==> src/rtl/seq_w_tx_pkg.sv <==
// Shared types and defaults for the serial w-stimulus transmitter.
package seq_w_tx_pkg;

    localparam int unsigned DEF_DATA_W = 8;
    localparam int unsigned DEF_LEN_W  = 4;
    localparam int unsigned DEF_HOLD_W = 4;
    localparam int unsigned DEF_REP_W  = 4;

    // Level driven on w whenever no pattern bit is being sent.
    localparam logic W_IDLE = 1'b0;

    typedef enum logic [1:0] {
        IDLE  = 2'd0,
        SHIFT = 2'd1,
        DONE  = 2'd2
    } state_e;

endpackage

==> src/rtl/seq_w_hold_ctr.sv <==
// Loadable down-counter timing how long each serial bit is held.
module seq_w_hold_ctr #(
    parameter int unsigned HOLD_W = 4
) (
    input  logic              clk,
    input  logic              rst,
    input  logic              load_i,
    input  logic              en_i,
    input  logic [HOLD_W-1:0] val_i,
    output logic              zero_o
);

    logic [HOLD_W-1:0] cnt_q;

    // Load has priority; decrement saturates at zero.
    always_ff @(posedge clk or posedge rst) begin
        if (rst) begin
            cnt_q <= '0;
        end else if (load_i) begin
            cnt_q <= val_i;
        end else if (en_i && (cnt_q != '0)) begin
            cnt_q <= cnt_q - 1'b1;
        end
    end

    assign zero_o = (cnt_q == '0);

endmodule

==> src/rtl/seq_w_tx.sv <==
// Serial stimulus transmitter: sends a latched pattern MSB-first on w,
// each bit held hold+1 cycles, repeated rep+1 times, then pulses done.
module seq_w_tx
    import seq_w_tx_pkg::*;
#(
    parameter int unsigned DATA_W = DEF_DATA_W,
    parameter int unsigned LEN_W  = DEF_LEN_W,
    parameter int unsigned HOLD_W = DEF_HOLD_W,
    parameter int unsigned REP_W  = DEF_REP_W
) (
    input  logic              clk,
    input  logic              rst,
    input  logic              start,
    input  logic [DATA_W-1:0] pattern,
    input  logic [LEN_W-1:0]  len,
    input  logic [HOLD_W-1:0] hold,
    input  logic [REP_W-1:0]  rep,
    output logic              w,
    output logic              valid,
    output logic              ready,
    output logic              done
);

    localparam logic [LEN_W-1:0] LEN_MAX = LEN_W'(DATA_W);

    state_e              state_q, state_d;
    logic [DATA_W-1:0]   pat_q,   pat_d;
    logic [LEN_W-1:0]    len_q,   len_d;
    logic [LEN_W-1:0]    idx_q,   idx_d;
    logic [HOLD_W-1:0]   hold_q,  hold_d;
    logic [REP_W-1:0]    rep_q,   rep_d;

    logic [LEN_W-1:0]    len_clamped;
    logic [DATA_W-1:0]   pat_shift;
    logic                hc_load;
    logic                hc_en;
    logic [HOLD_W-1:0]   hc_val;
    logic                hc_zero;

    assign len_clamped = (len > LEN_MAX) ? LEN_MAX : len;

    // Shift rather than index so the LEN_W-wide idx never over-indexes pat_q.
    assign pat_shift = pat_q >> idx_q;

    seq_w_hold_ctr #(
        .HOLD_W (HOLD_W)
    ) u_hold_ctr (
        .clk    (clk),
        .rst    (rst),
        .load_i (hc_load),
        .en_i   (hc_en),
        .val_i  (hc_val),
        .zero_o (hc_zero)
    );

    // State and transfer registers.
    always_ff @(posedge clk or posedge rst) begin
        if (rst) begin
            state_q <= IDLE;
            pat_q   <= '0;
            len_q   <= '0;
            idx_q   <= '0;
            hold_q  <= '0;
            rep_q   <= '0;
        end else begin
            state_q <= state_d;
            pat_q   <= pat_d;
            len_q   <= len_d;
            idx_q   <= idx_d;
            hold_q  <= hold_d;
            rep_q   <= rep_d;
        end
    end

    // Next-state, counter control and latching of the request.
    always_comb begin
        state_d = state_q;
        pat_d   = pat_q;
        len_d   = len_q;
        idx_d   = idx_q;
        hold_d  = hold_q;
        rep_d   = rep_q;
        hc_load = 1'b0;
        hc_en   = 1'b0;
        hc_val  = hold_q;

        unique case (state_q)
            IDLE: begin
                if (start) begin
                    pat_d   = pattern;
                    len_d   = len_clamped;
                    hold_d  = hold;
                    rep_d   = rep;
                    hc_load = 1'b1;
                    hc_val  = hold;
                    if (len_clamped == '0) begin
                        state_d = DONE;
                    end else begin
                        state_d = SHIFT;
                        idx_d   = len_clamped - 1'b1;
                    end
                end
            end
            SHIFT: begin
                if (!hc_zero) begin
                    hc_en = 1'b1;
                end else begin
                    hc_load = 1'b1;
                    if (idx_q != '0) begin
                        idx_d = idx_q - 1'b1;
                    end else if (rep_q != '0) begin
                        rep_d = rep_q - 1'b1;
                        idx_d = len_q - 1'b1;
                    end else begin
                        state_d = DONE;
                    end
                end
            end
            DONE: begin
                state_d = IDLE;
            end
            default: begin
                state_d = IDLE;
            end
        endcase
    end

    assign w     = (state_q == SHIFT) ? pat_shift[0] : W_IDLE;
    assign valid = (state_q == SHIFT);
    assign ready = (state_q == IDLE);
    assign done  = (state_q == DONE);

endmodule

==> config.mk <==
export PLATFORM = sky130hd
export DESIGN_NAME = seq_w_tx
export DESIGN_NICKNAME = d
export VERILOG_FILES = /design/src/rtl/seq_w_tx_pkg.sv /design/src/rtl/seq_w_hold_ctr.sv /design/src/rtl/seq_w_tx.sv
export SDC_FILE = /design/constraint.sdc
export NUM_CORES = 1
export LEC_CHECK = 0
export BUFFER_PORTS_ARGS = -buffer_cell sky130_fd_sc_hd__buf_2
export CAP_MARGIN = 10
export CORE_MARGIN = 1.5
export CORE_UTILIZATION = 30
export CTS_CLUSTER_SIZE = 12
export DETAILED_ROUTE_END_ITERATION = 10
export HOLD_SLACK_MARGIN = 0.1
export SYNTH_ARGS = -nofsm -noshare
export SYNTH_HDL_FRONTEND = slang
export SYNTH_SLANG_ARGS = --single-unit
export TNS_END_PERCENT = 50
==> constraint.sdc <==
create_clock -name clk -period 2.24 [get_ports clk]
set_clock_uncertainty 0.1 [all_clocks]
set_input_delay 0.224 -clock clk [delete_from_list [all_inputs] [get_ports clk]]
set_output_delay 0.224 -clock clk [all_outputs]
set_load 0.01 [all_outputs]
# Word-level counts from Yosys, hierarchy flattened
# Index checks and enable logic that the tools add are counted.
# word_totals
ff_bits	30
word_cells	64
# op_classes
add_sub_neg	5
order_cmp	1
eq_ne	9
shifts	1
mux	28
n_reduce_logical	13
# op_table
op	count
4-bit two-way mux	14
4-bit by 1-bit subtractor with 4-bit output, second input constant	5
4-bit case mux with 2 select lines	2
4-bit nonzero test	3
2-bit two-way mux	5
5-bit AND reduction	2
4-bit logical NOT	2
2-bit != test, second input constant	4
8-bit by 4-bit >> shifter with 1-bit output	1
1-bit two-way mux	5
4-bit greater-than comparator, second input constant	1
2-bit by 1-bit != test with 1-bit output, second input constant	2
2-bit case mux with 2 select lines	1
4-bit AND reduction	1
2-bit nonzero test	2
3-bit by 1-bit != test with 1-bit output, second input constant	1
2-bit by 1-bit == test with 1-bit output, second input constant	1
2-bit == test, second input constant	1
2-bit logical NOT	1
1-bit case mux with 2 select lines	1
2-bit AND reduction	1
1-bit logical AND	1

# Depth between registers and ports, before layout
# Gate-level depths: netlist (run 1).
# logic_depth
depth_word	6
ltp_mapped	7
depth_no_buf	7

# Modules after synthesis
# A second synthesis (run 1) with hierarchy kept.
# hier_totals
hier_cells	153
hier_area_um2	1657.8
# modules_own_cells
module	n_inst	cells_per_inst	area_per_inst_um2
seq_w_tx	1	125	1396.3
seq_w_hold_ctr	1	28	261.5

# Worst setup path after synthesis (run 1)
# OpenSTA, ideal clock, no wires.
# synth_timing
path_type	register -> register
start	reg rep_q[0]
end	reg idx_q[0]
setup_time_ns	0.125
t_arrival_ns	1.742
required_time_ns	2.015
slack_ns	0.273
stages_incl_launch_ff	7
n_path_buf	0
path_cell_list	dfrtp_1 > inv_1 > ha_1 > or3b_1 > nand2b_4 > a32oi_4 > mux2_4
# synth_via
elab_chain_len	3
# synth_lines
item	line	source
start, declared	seq_w_tx.sv:31	logic [REP_W-1:0] rep_q, rep_d;
start signal, assigned	seq_w_tx.sv:71	rep_q <= rep_d;
4-bit nonzero test	seq_w_tx.sv:111	end else if (rep_q != '0) begin
3-bit by 1-bit != test with 1-bit output (no line)	n/a	
5-bit AND reduction (no line)	n/a	
end signal, assigned	seq_w_tx.sv:69	idx_q <= idx_d;
end, declared	seq_w_tx.sv:29	logic [LEN_W-1:0] idx_q, idx_d;
# No other way between the ends.
# A chain may end at the register's enable or synchronous reset.

# Worst setup path in the final report (run 1)
# layout_timing
start	reg idx_q[0]
end	out w
# layout_via
elab_chain_len	2
# layout_lines
item	line	source
8-bit by 4-bit >> shifter with 1-bit output	seq_w_tx.sv:43	assign pat_shift = pat_q >> idx_q;
1-bit two-way mux	seq_w_tx.sv:128	assign w = (state_q == SHIFT) ? pat_shift[0] : W_IDLE;
end, declared	seq_w_tx.sv:18	output logic w,
# No other way between the ends.

==> results.py, run 1 <==
metrics = {
    "synthesis": {
        "netlist_area_um2": 1710,
        "yosys_warnings": 0,
        "ys_seq_elements": 30,
        "synth_edf_count": 0,
        "synthArstFlopShare_pct": 100,
        "syn_nets": 211,
        "syn_inst": 185,
        "seq_area_frac_synth_pct": 43.8,
        "synth_cell_types": 42,
        "synthFlopType": "dfrtp_1",
        "syn-mean-instance-area_um2": 9.27,
    },
    "placement": {
        "gp_congestion": 0.872,
        "placed_area_um2": 1950,
        "hpwl_mm": 2.64,
        "io_buffers": 26,
    },
    "grt": {
        "gr-total-overflow": 0,
        "grt_max_degree": 31,
        "grt_pass1_vias": 1431,
        "grt_antenna_before_repair": 0,
        "grt_pass1_wl_mm": 6.48,
        "gr-usage-all-layers_pct": 13.3,
    },
    "timing": {
        "worst_pin_slew_ns": 0.463,
        "fin_crit_sh_pct": 91.2,
        "rsz0062_at_grt": "false",
        "final.setup.tns_ns": 0,
        "setup_viol": 0,
        "max_freq_mhz": 489,
        "hold_ws_ns": 0.125,
        "slew_headroom_pct": 69.1,
        "finalHoldViolCount": 0,
        "slew_violations": 0,
        "finalCriticalPeriod_ns": 2.04,
    },
    "layout": {
        "seq_area_um2": 751,
        "final_area_um2": 2180,
        "nNetsFinal": 255,
        "fillers": 544,
        "area_growth_pct": 27.2,
        "n_antenna_cell": 0,
        "multi_input_area_um2": 893,
        "drive_above_1_share_pct": 25.7,
    },
    "run": {
        "drv_cap": 0,
    },
    "critical_path": {
        "crit_fanout": 7,
        "critical_path_class": "reg -> out",
        "required_ns": 1.92,
        "cp-end-kind": "output port",
        "worstSetupStartpointType": "register",
        "arrival_ns": 1.72,
    },
    "cts": {
        "clk_pin_slew_ns": 0.06,
        "cts_tree": "yes",
        "clkLatencyLatePin_ns": 0.28,
        "cts_root_buf": "clkbuf_8",
        "cts_resized": 0,
        "cts-htree-levels": 2,
        "cts_sinks": 30,
        "clockBufferDepth": 2,
        "numCtsBuffers": 5,
    },
    "floorplanning": {
        "die_w_um": 78.6,
        "coreArea_um2": 5510,
        "dieArea_um2": 6180,
        "fp-row-count": 27,
        "ios": 27,
        "start_util_pct": 31.1,
        "die_h_um": 78.6,
    },
    "routing": {
        "drt_wl_total_mm": 3.62,
        "drt_pass1_iterations": 4,
        "drc": 0,
        "first_iter_violations": 99,
        "ant_nets": 0,
        "avgViaCountPerCell": 4.65,
        "wl_per_cell_um": 12.0,
        "vias": 1403,
    },
    "power_and_ir_drop": {
        "peakVddDrop_mv": 0.486,
        "p_per_area_nw_per_um2": 1280,
        "leakagePower_nw": 1.02,
    },
    "outcome": {
        "status": "finished, final reports clean",
    },
    "min_path": {
        "hold_path.class": "in -> reg",
    },
}
[final cells by class]
type,count,share of cell area [%]
multi-input combinational,138,41.0
clock buffer,8,5.05
inverter,9,1.55
timing repair buffer,45,13.9
sequential,30,34.4
tap,72,4.13
[timing repair]
item,4_1_cts,5_1_grt
setup buffers,0,0
endpoints found under the hold margin,41,0
hold buffers,12,0
[critical path: stages, from the launching register on]
cell,delay [ns]
dfrtp_1,0.54
mux4_2,0.55
mux2i_1,0.14
nor3_1,0.07
buf_2,0.15
[routing by layer]
metal	part of all wire, %	global-route usage, %	wire length (um)	up-vias
met1	50	17.8	1830	655
met2	44	21.0	1610	21
met4	1.2	3.21	43	0
li1	-	-	-	722
met3	4.0	4.19	145	5
met5	0	0	0	-
[cells in the mapped netlist, drive strengths merged, types with 2 or more instances]
library cell  count  share of area (%)
a211oi            2               0.88
a21oi            11                3.9
buf               5                1.5
clkbuf            3               0.66
dfrtp            30                 44
ha                3                2.2
inv               9                2.0
mux2              5                3.5
mux2i             3                1.8
mux4              2                2.6
nand2            43                9.4
nand2b            8                3.4
nand3             2               0.58
nor2             16                3.9
nor2b             3                1.1
nor3              4                1.2
nor4b             3                1.5
o21ai            13                3.8
o22ai             2                1.1
or3b              3                1.5
[final timing paths]
path | to | depth (start not counted) | start | slack [ns]
worst max register to register | idx_q[0]$_DFFE_PP0P_ | 6 | rep_q[0]$_DFFE_PP0P_ | 0.26
worst max-delay path | w | 4 | idx_q[0]$_DFFE_PP0P_ | 0.20
max in group asynchronous | hold_q[1]$_DFF_PP0_ | 4 | rst | 1.30
worst min-delay path | hold_q[1]$_DFF_PP0_ | 2 | hold[1] | 0.12
worst min register to register | pat_q[6]$_DFFE_PP0P_ | 2 | pat_q[6]$_DFFE_PP0P_ | 0.37
min in group asynchronous | pat_q[1]$_DFFE_PP0P_ | 4 | rst | 0.46
[layout by cell type (no fill, tap or decap), types with 2 or more instances in the layout]
| cell type | n |
|---|---|
| a211oi_1 | 2 |
| a21oi_1 | 10 |
| buf_2 | 26 |
| buf_4 | 7 |
| clkbuf_8 | 8 |
| dfrtp_1 | 30 |
| dlygate4sd3_1 | 12 |
| ha_1 | 3 |
| inv_1 | 8 |
| mux2_2 | 4 |
| mux2i_1 | 3 |
| mux4_2 | 2 |
| nand2_1 | 43 |
| nand2b_1 | 7 |
| nand3_1 | 2 |
| nor2_1 | 15 |
| nor2b_1 | 3 |
| nor3_1 | 4 |
| nor4b_1 | 3 |
| o21ai_0 | 8 |
| o21ai_1 | 5 |
| or3b_1 | 3 |
[where the power goes]
part | internal, mW | leakage [nW] | switching, mW
sequential | 0.789 | 0.368 | 0.262
clock | 0.310 | 0.0575 | 0.199
combinational | 0.614 | 0.596 | 0.614
[logic make-up (layout without fill, tap and decap cells)]
family	Yosys count	in the layout	synth area share, %
adders and majority gates	3	3	2.19
and+or+nand+nor	88	88	26.6
muxes	10	10	7.88
buffers and inverters	17	62	4.09
DFF	30	30	43.8
AOI/OAI and AO/OA	35	35	14.4
xor gates and xnor gates	2	2	1.02
[flip-flops by register name, summed over array words and instances (netlist names)]
signal            flops
pat_q                 8
hold_q                4
idx_q                 4
len_q                 4
rep_q                 4
u_hold_ctr.cnt_q      4
state_q               2
[stage by stage]
stage | util, % | setup slack (ns) | instances | power [mW]
2_1_floorplan | - | 0.273 | 185 | 1.97
3_3_place_gp | 35.4 | 0.294 | 282 | 2.27
3_5_place_dp | 35.4 | 0.256 | 282 | 2.29
4_1_cts | 39.6 | 0.159 | 302 | 2.83
5_1_grt | 39.6 | 0.0755 | 302 | 3.05
6_report | 39.6 | 0.197 | 302 | 2.79
No activity file was read; power rests on OpenSTA's default activity.
==> run 2, diff against run 1 <==
--- a/config.mk
+++ b/config.mk
@@ -12,6 +12,7 @@
 export CTS_CLUSTER_SIZE = 12
 export DETAILED_ROUTE_END_ITERATION = 10
 export HOLD_SLACK_MARGIN = 0.1
+export PLACE_DENSITY = 0.45
 export SYNTH_ARGS = -nofsm -noshare
 export SYNTH_HDL_FRONTEND = slang
 export SYNTH_SLANG_ARGS = --single-unit
==> results.py, run 2 (synthesis gave the netlist of run 1 again) <==
metrics = {
    "layout": {
        "largest_register_ffs": 8,
        "area_growth_pct": 26.0,
        "final_common_cell": "nand2_1",
        "fin_util_pct": 39.2,
        "nNetsFinal": 256,
        "fin_cells": 302,
        "regMostFlops": "pat_q",
        "final_area_um2": 2160,
        "layout_common_cells": "nand2_1 (43), dfrtp_1 (30), buf_2 (26)",
        "drive_above_1_share_pct": 25.2,
        "n_antenna_cell": 0,
    },
    "routing": {
        "ant_nets": 0,
        "drc": 0,
        "wl_per_cell_um": 12.9,
        "drt_wl_total_mm": 3.91,
        "vias": 1401,
        "drt_pass1_iterations": 4,
        "avgViaCountPerCell": 4.64,
        "first_iter_violations": 65,
    },
    "critical_path": {
        "worstSetupStartpointType": "register",
        "r2r_start": "rep_q[0]$_DFFE_PP0P_",
        "arrival_ns": 2.14,
        "crit_fanout": 6,
        "cp_slowest_cell": "dfrtp_1",
        "startpoint": "rep_q[0]$_DFFE_PP0P_",
        "crit_chain": "inv_1, ha_1, or3b_1, nand2b_4, a32oi_4, mux2_4",
        "cp-end-kind": "register",
        "critical_path_class": "reg -> reg",
        "cpPeakStageDelay_ns": 0.39,
        "required_ns": 2.32,
    },
    "grt": {
        "gr-total-overflow": 0,
        "grt_pass1_wl_mm": 6.50,
        "gr-usage-all-layers_pct": 14.1,
        "grt_max_degree": 31,
        "grt_pass1_vias": 1372,
        "grt_antenna_before_repair": 0,
    },
    "floorplanning": {
        "fp-row-count": 27,
        "die_w_um": 78.6,
        "die_h_um": 78.6,
        "dieArea_um2": 6180,
        "ios": 27,
        "coreArea_um2": 5510,
        "start_util_pct": 31.1,
    },
    "cts": {
        "clkLatencyLatePin_ns": 0.29,
        "clk_pin_slew_ns": 0.07,
        "clockBufferDepth": 2,
        "numCtsBuffers": 5,
        "cts_resized": 0,
        "cts_root_buf": "clkbuf_8",
        "cts_sinks": 30,
        "cts-htree-levels": 2,
        "cts_tree": "yes",
    },
    "placement": {
        "placed_area_um2": 1950,
        "io_buffers": 26,
        "hpwl_mm": 2.71,
        "pre_cts_slack_ns": 0.171,
        "gp_congestion": 0.721,
        "dp.cells": 282,
    },
    "timing": {
        "finalCriticalPeriod_ns": 2.07,
        "max_freq_mhz": 483,
        "finalHoldViolCount": 0,
        "setup_ws_ns": 0.171,
        "slew_headroom_pct": 67.2,
        "rsz0062_at_grt": "false",
        "slew_violations": 0,
        "hold_ws_ns": 0.129,
        "setup_viol": 0,
        "fin_crit_sh_pct": 92.3,
        "worst_pin_slew_ns": 0.493,
        "final.setup.tns_ns": 0,
    },
    "power_and_ir_drop": {
        "leakagePower_nw": 1.01,
        "p_per_area_nw_per_um2": 1250,
        "peakVddDrop_mv": 0.486,
        "power_mw": 2.71,
    },
    "run": {
        "drv_cap": 0,
    },
    "min_path": {
        "hold_path.class": "in -> reg",
        "hold_path_startpoint": "hold[1]",
    },
    "outcome": {
        "status": "finished, final reports clean",
    },
}
-- run 2: cell count changes in the layout (fill, tap and decap cells not counted) --
cell and change:
clkbuf_8 -3, clkinv_2 +2, dlygate4sd3_1 +1
-- run 2: critical path, delay by kind of cell, from the launching register on --
family,cells,cell delay [ns]
flip-flops,1,0.39
multiplexers,1,0.32
adder cells (fa/ha/maj),1,0.18
AO/OA/AOI/OAI,1,0.32
buffers and inverters,1,0.08
AND/OR/NAND/NOR,2,0.55
-- run 2: timing repair --
item | in CTS | in global routing
endpoints found under the hold margin | 42 | 0
hold buffers | 13 | 0
setup buffers | 0 | 0
-- run 2: final cells by class --
cell class / instances / area (um^2)
timing repair buffer: 46 / 313
clock buffer: 5 / 68.8
fill: 549 / 3350
inverter: 9 / 33.8
multi-input combinational: 138 / 893
tap: 72 / 90.1
clock inverter: 2 / 10.0
sequential: 30 / 751
-- run 2: layer usage --
layer	wire [um]	global-route usage, %	vias up
met3	119	3.84	8
met4	89	6.07	0
met1	1910	17.1	646
met2	1790	23.4	24
li1	-	-	723
met5	0	0	-
-- run 2: path summary, 6_finish.rpt --
| check | to | slack (ns) | depth (start not counted) |
|---|---|---|---|
| hold reg to reg | pat_q[2]$_DFFE_PP0P_ | 0.38 | 2 |
| setup / recovery | idx_q[0]$_DFFE_PP0P_ | 0.17 | 6 |
| min in group asynchronous | idx_q[2]$_DFFE_PP0P_ | 0.46 | 4 |
| hold / removal | hold_q[1]$_DFF_PP0_ | 0.13 | 2 |
| setup reg to reg | idx_q[0]$_DFFE_PP0P_ | 0.17 | 6 |
| max in group asynchronous | hold_q[2]$_DFF_PP0_ | 1.29 | 4 |
-- run 2: report_power, final --
part | switching, mW | leakage (nW) | internal [mW] | total, mW
Combinational | 0.632 | 0.600 | 0.617 | 1.25
Clock | 0.208 | 0.0438 | 0.208 | 0.416
Sequential | 0.255 | 0.368 | 0.789 | 1.04
==> run 3, diff against run 2 <==
--- a/config.mk
+++ b/config.mk
@@ -5,6 +5,7 @@
 export SDC_FILE = /design/constraint.sdc
 export NUM_CORES = 1
 export LEC_CHECK = 0
+export ABC_AREA = 1
 export BUFFER_PORTS_ARGS = -buffer_cell sky130_fd_sc_hd__buf_2
 export CAP_MARGIN = 10
 export CORE_MARGIN = 1.5
@@ -12,7 +13,8 @@
 export CTS_CLUSTER_SIZE = 12
 export DETAILED_ROUTE_END_ITERATION = 10
 export HOLD_SLACK_MARGIN = 0.1
-export PLACE_DENSITY = 0.45
+export PLACE_DENSITY = 0.53
+export RECOVER_POWER = 50
 export SYNTH_ARGS = -nofsm -noshare
 export SYNTH_HDL_FRONTEND = slang
 export SYNTH_SLANG_ARGS = --single-unit
==> results.py, run 3 <==
metrics = {
    "grt": {
        "grt_antenna_before_repair": 0,
        "gr-total-overflow": 0,
        "grt_pass1_vias": 1480,
        "grt_pass1_wl_mm": 6.67,
        "gr-usage-all-layers_pct": 13.9,
        "grt_max_degree": 31,
    },
    "critical_path": {
        "required_ns": 1.92,
        "cp-end-kind": "output port",
        "rr_worst_depth": 8,
        "r2r_start": "state_q[1]$_DFFE_PP0P_",
        "worstReg2RegEnd": "idx_q[2]$_DFFE_PP0P_",
        "worstSetupStartpointType": "register",
        "crit_fanout": 19,
        "critical_path_class": "reg -> out",
        "rrSetupSlack_ns": 0.56,
        "arrival_ns": 1.54,
    },
    "cts": {
        "post_cts_buffers": 0,
        "cts_tree": "yes",
        "cts_root_buf": "clkbuf_8",
        "cts-htree-levels": 2,
        "cts_resized": 0,
        "clockBufferDepth": 2,
        "clkLatencyLatePin_ns": 0.28,
        "ctsHoldBuffers": 14,
        "numCtsBuffers": 5,
        "clk_pin_slew_ns": 0.07,
        "cts_sinks": 30,
    },
    "placement": {
        "hpwl_mm": 2.73,
        "gp_congestion": 0.805,
        "pre_cts_slack_ns": 0.560,
        "io_buffers": 26,
    },
    "floorplanning": {
        "dieArea_um2": 6050,
        "ios": 27,
        "die_w_um": 77.8,
        "coreArea_um2": 5440,
        "start_util_pct": 30.8,
        "fp-row-count": 27,
        "die_h_um": 77.8,
    },
    "layout": {
        "regMostFlops": "pat_q",
        "area_growth_pct": 26.2,
        "nNetsFinal": 291,
        "largest_register_ffs": 8,
        "fillers": 571,
        "n_antenna_cell": 0,
        "final_common_cell": "nand2_1",
        "drive_above_1_share_pct": 21.1,
        "layout_common_cells": "nand2_1 (70), dfrtp_1 (30), buf_2 (25)",
    },
    "synthesis": {
        "synth_common_cells": "nand2_1 (70), dfrtp_1 (30), inv_1 (23)",
        "synth_edf_count": 0,
        "synthMuxAreaShare_pct": 0.597,
        "syn_nets": 246,
        "synthAdderAreaFrac_pct": 2.24,
        "synth_cell_types": 31,
        "syn-mean-instance-area_um2": 7.63,
        "synth_compound_area_share_pct": 13.6,
        "synth.most_common_cell": "nand2_1",
        "netlist_area_um2": 1680,
        "synth.top_cell.area_share_pct": 44.7,
        "seq_area_frac_synth_pct": 44.7,
        "synth_top_family_by_area": "simple AND/OR/NAND/NOR gates",
        "syn_inst": 220,
        "yosys_warnings": 0,
        "synth_area_leaders": "dfrtp_1 (45%), nand2_1 (16%), o21ai_0 (6.0%)",
        "synth_xor_xnor_area_share_pct": 0.522,
        "synth-simple-area-share_pct": 30.4,
        "synth_top_area_cell": "dfrtp_1",
        "synthFlopType": "dfrtp_1",
        "ys_seq_elements": 30,
        "synthArstFlopShare_pct": 100,
    },
    "min_path": {
        "holdPathStages": 2,
        "hold_path.class": "in -> reg",
        "hold_end": "len_q[2]$_DFFE_PP0P_",
        "hold_path_startpoint": "len[3]",
    },
    "timing": {
        "final.setup.tns_ns": 0,
        "slew_violations": 0,
        "setup_ws_ns": 0.372,
        "rsz0062_at_grt": "false",
        "finalCriticalPeriod_ns": 1.87,
        "fin_crit_sh_pct": 83.4,
        "setup_viol": 0,
        "max_freq_mhz": 535,
        "slew_headroom_pct": 48.0,
        "worst_pin_slew_ns": 0.780,
        "hold_ws_ns": 0.122,
        "finalHoldViolCount": 0,
    },
    "routing": {
        "drt_pass1_iterations": 4,
        "drt_wl_total_mm": 3.83,
        "first_iter_violations": 86,
        "vias": 1518,
        "avgViaCountPerCell": 4.49,
        "drc": 0,
        "wl_per_cell_um": 11.3,
        "ant_nets": 0,
    },
    "power_and_ir_drop": {
        "leakagePower_nw": 1.06,
        "peakVddDrop_mv": 0.564,
        "power_mw": 2.62,
        "p_per_area_nw_per_um2": 1240,
    },
    "run": {
        "drv_cap": 0,
    },
    "outcome": {
        "status": "finished, final reports clean",
    },
}
-- run 3: kinds of logic after synthesis --
group           after synthesis
compound gates               39
xor+xnor                      1
fa+ha+maj                     3
buf+inv                      31
flops                        30
mux                           1
simple gates                115
-- run 3: how the worst max path moves through the flow --
stage	cells past startpoint	slack, ns	start	endpoint
finish	6	0.37	state_q[1]$_DFFE_PP0P_	w
global route	6	0.19	state_q[1]$_DFFE_PP0P_	w
CTS	6	0.33	state_q[1]$_DFFE_PP0P_	w
detailed placement	8	0.56	state_q[1]$_DFFE_PP0P_	idx_q[2]$_DFFE_PP0P_
global placement	8	0.54	state_q[1]$_DFFE_PP0P_	idx_q[2]$_DFFE_PP0P_
floorplan	11	0.74	u_hold_ctr.cnt_q[0]$_DFFE_PP0P_	idx_q[2]$_DFFE_PP0P_
-- run 3: cell type report --
class | instances | area (um^2) | area share (%)
clock buffers | 6 | 82.6 | 3.90
inverters | 27 | 106 | 5.02
clock inverters | 2 | 12.5 | 0.591
well taps | 72 | 90.1 | 4.25
multi-input cells | 159 | 795 | 37.5
flip-flops and latches | 30 | 751 | 35.4
repair buffers | 42 | 282 | 13.3
-- run 3: per-stage QoR --
step,area (um^2),utilization [%],cells
floorplan,1680,-,220
global placement,1890,34.7,316
detailed placement,1890,34.7,316
CTS,2120,39.0,338
global route,2120,38.9,338
finish,2120,38.9,338
-- run 3: report_power, final --
part,internal (mW),switching [mW],total [mW]
sequential,0.790,0.161,0.951
combinational,0.477,0.727,1.20
clock,0.247,0.217,0.464
-- run 3: per-layer routing --
metal | routed length, um | track usage (%) | vias up
met5 | 0 | 0 | -
met4 | 54 | 4.73 | 0
met3 | 159 | 4.12 | 6
met2 | 1890 | 23.3 | 24
met1 | 1720 | 17.0 | 700
li1 | - | - | 788
-- run 3: worst max-delay path, cell delays in order (launching register included) --
cell     delay [ns]
dfrtp_1        0.40
inv_2          0.11
nand2_4        0.16
nor2_1         0.19
o21ai_0        0.11
a31oi_1        0.14
buf_2          0.15
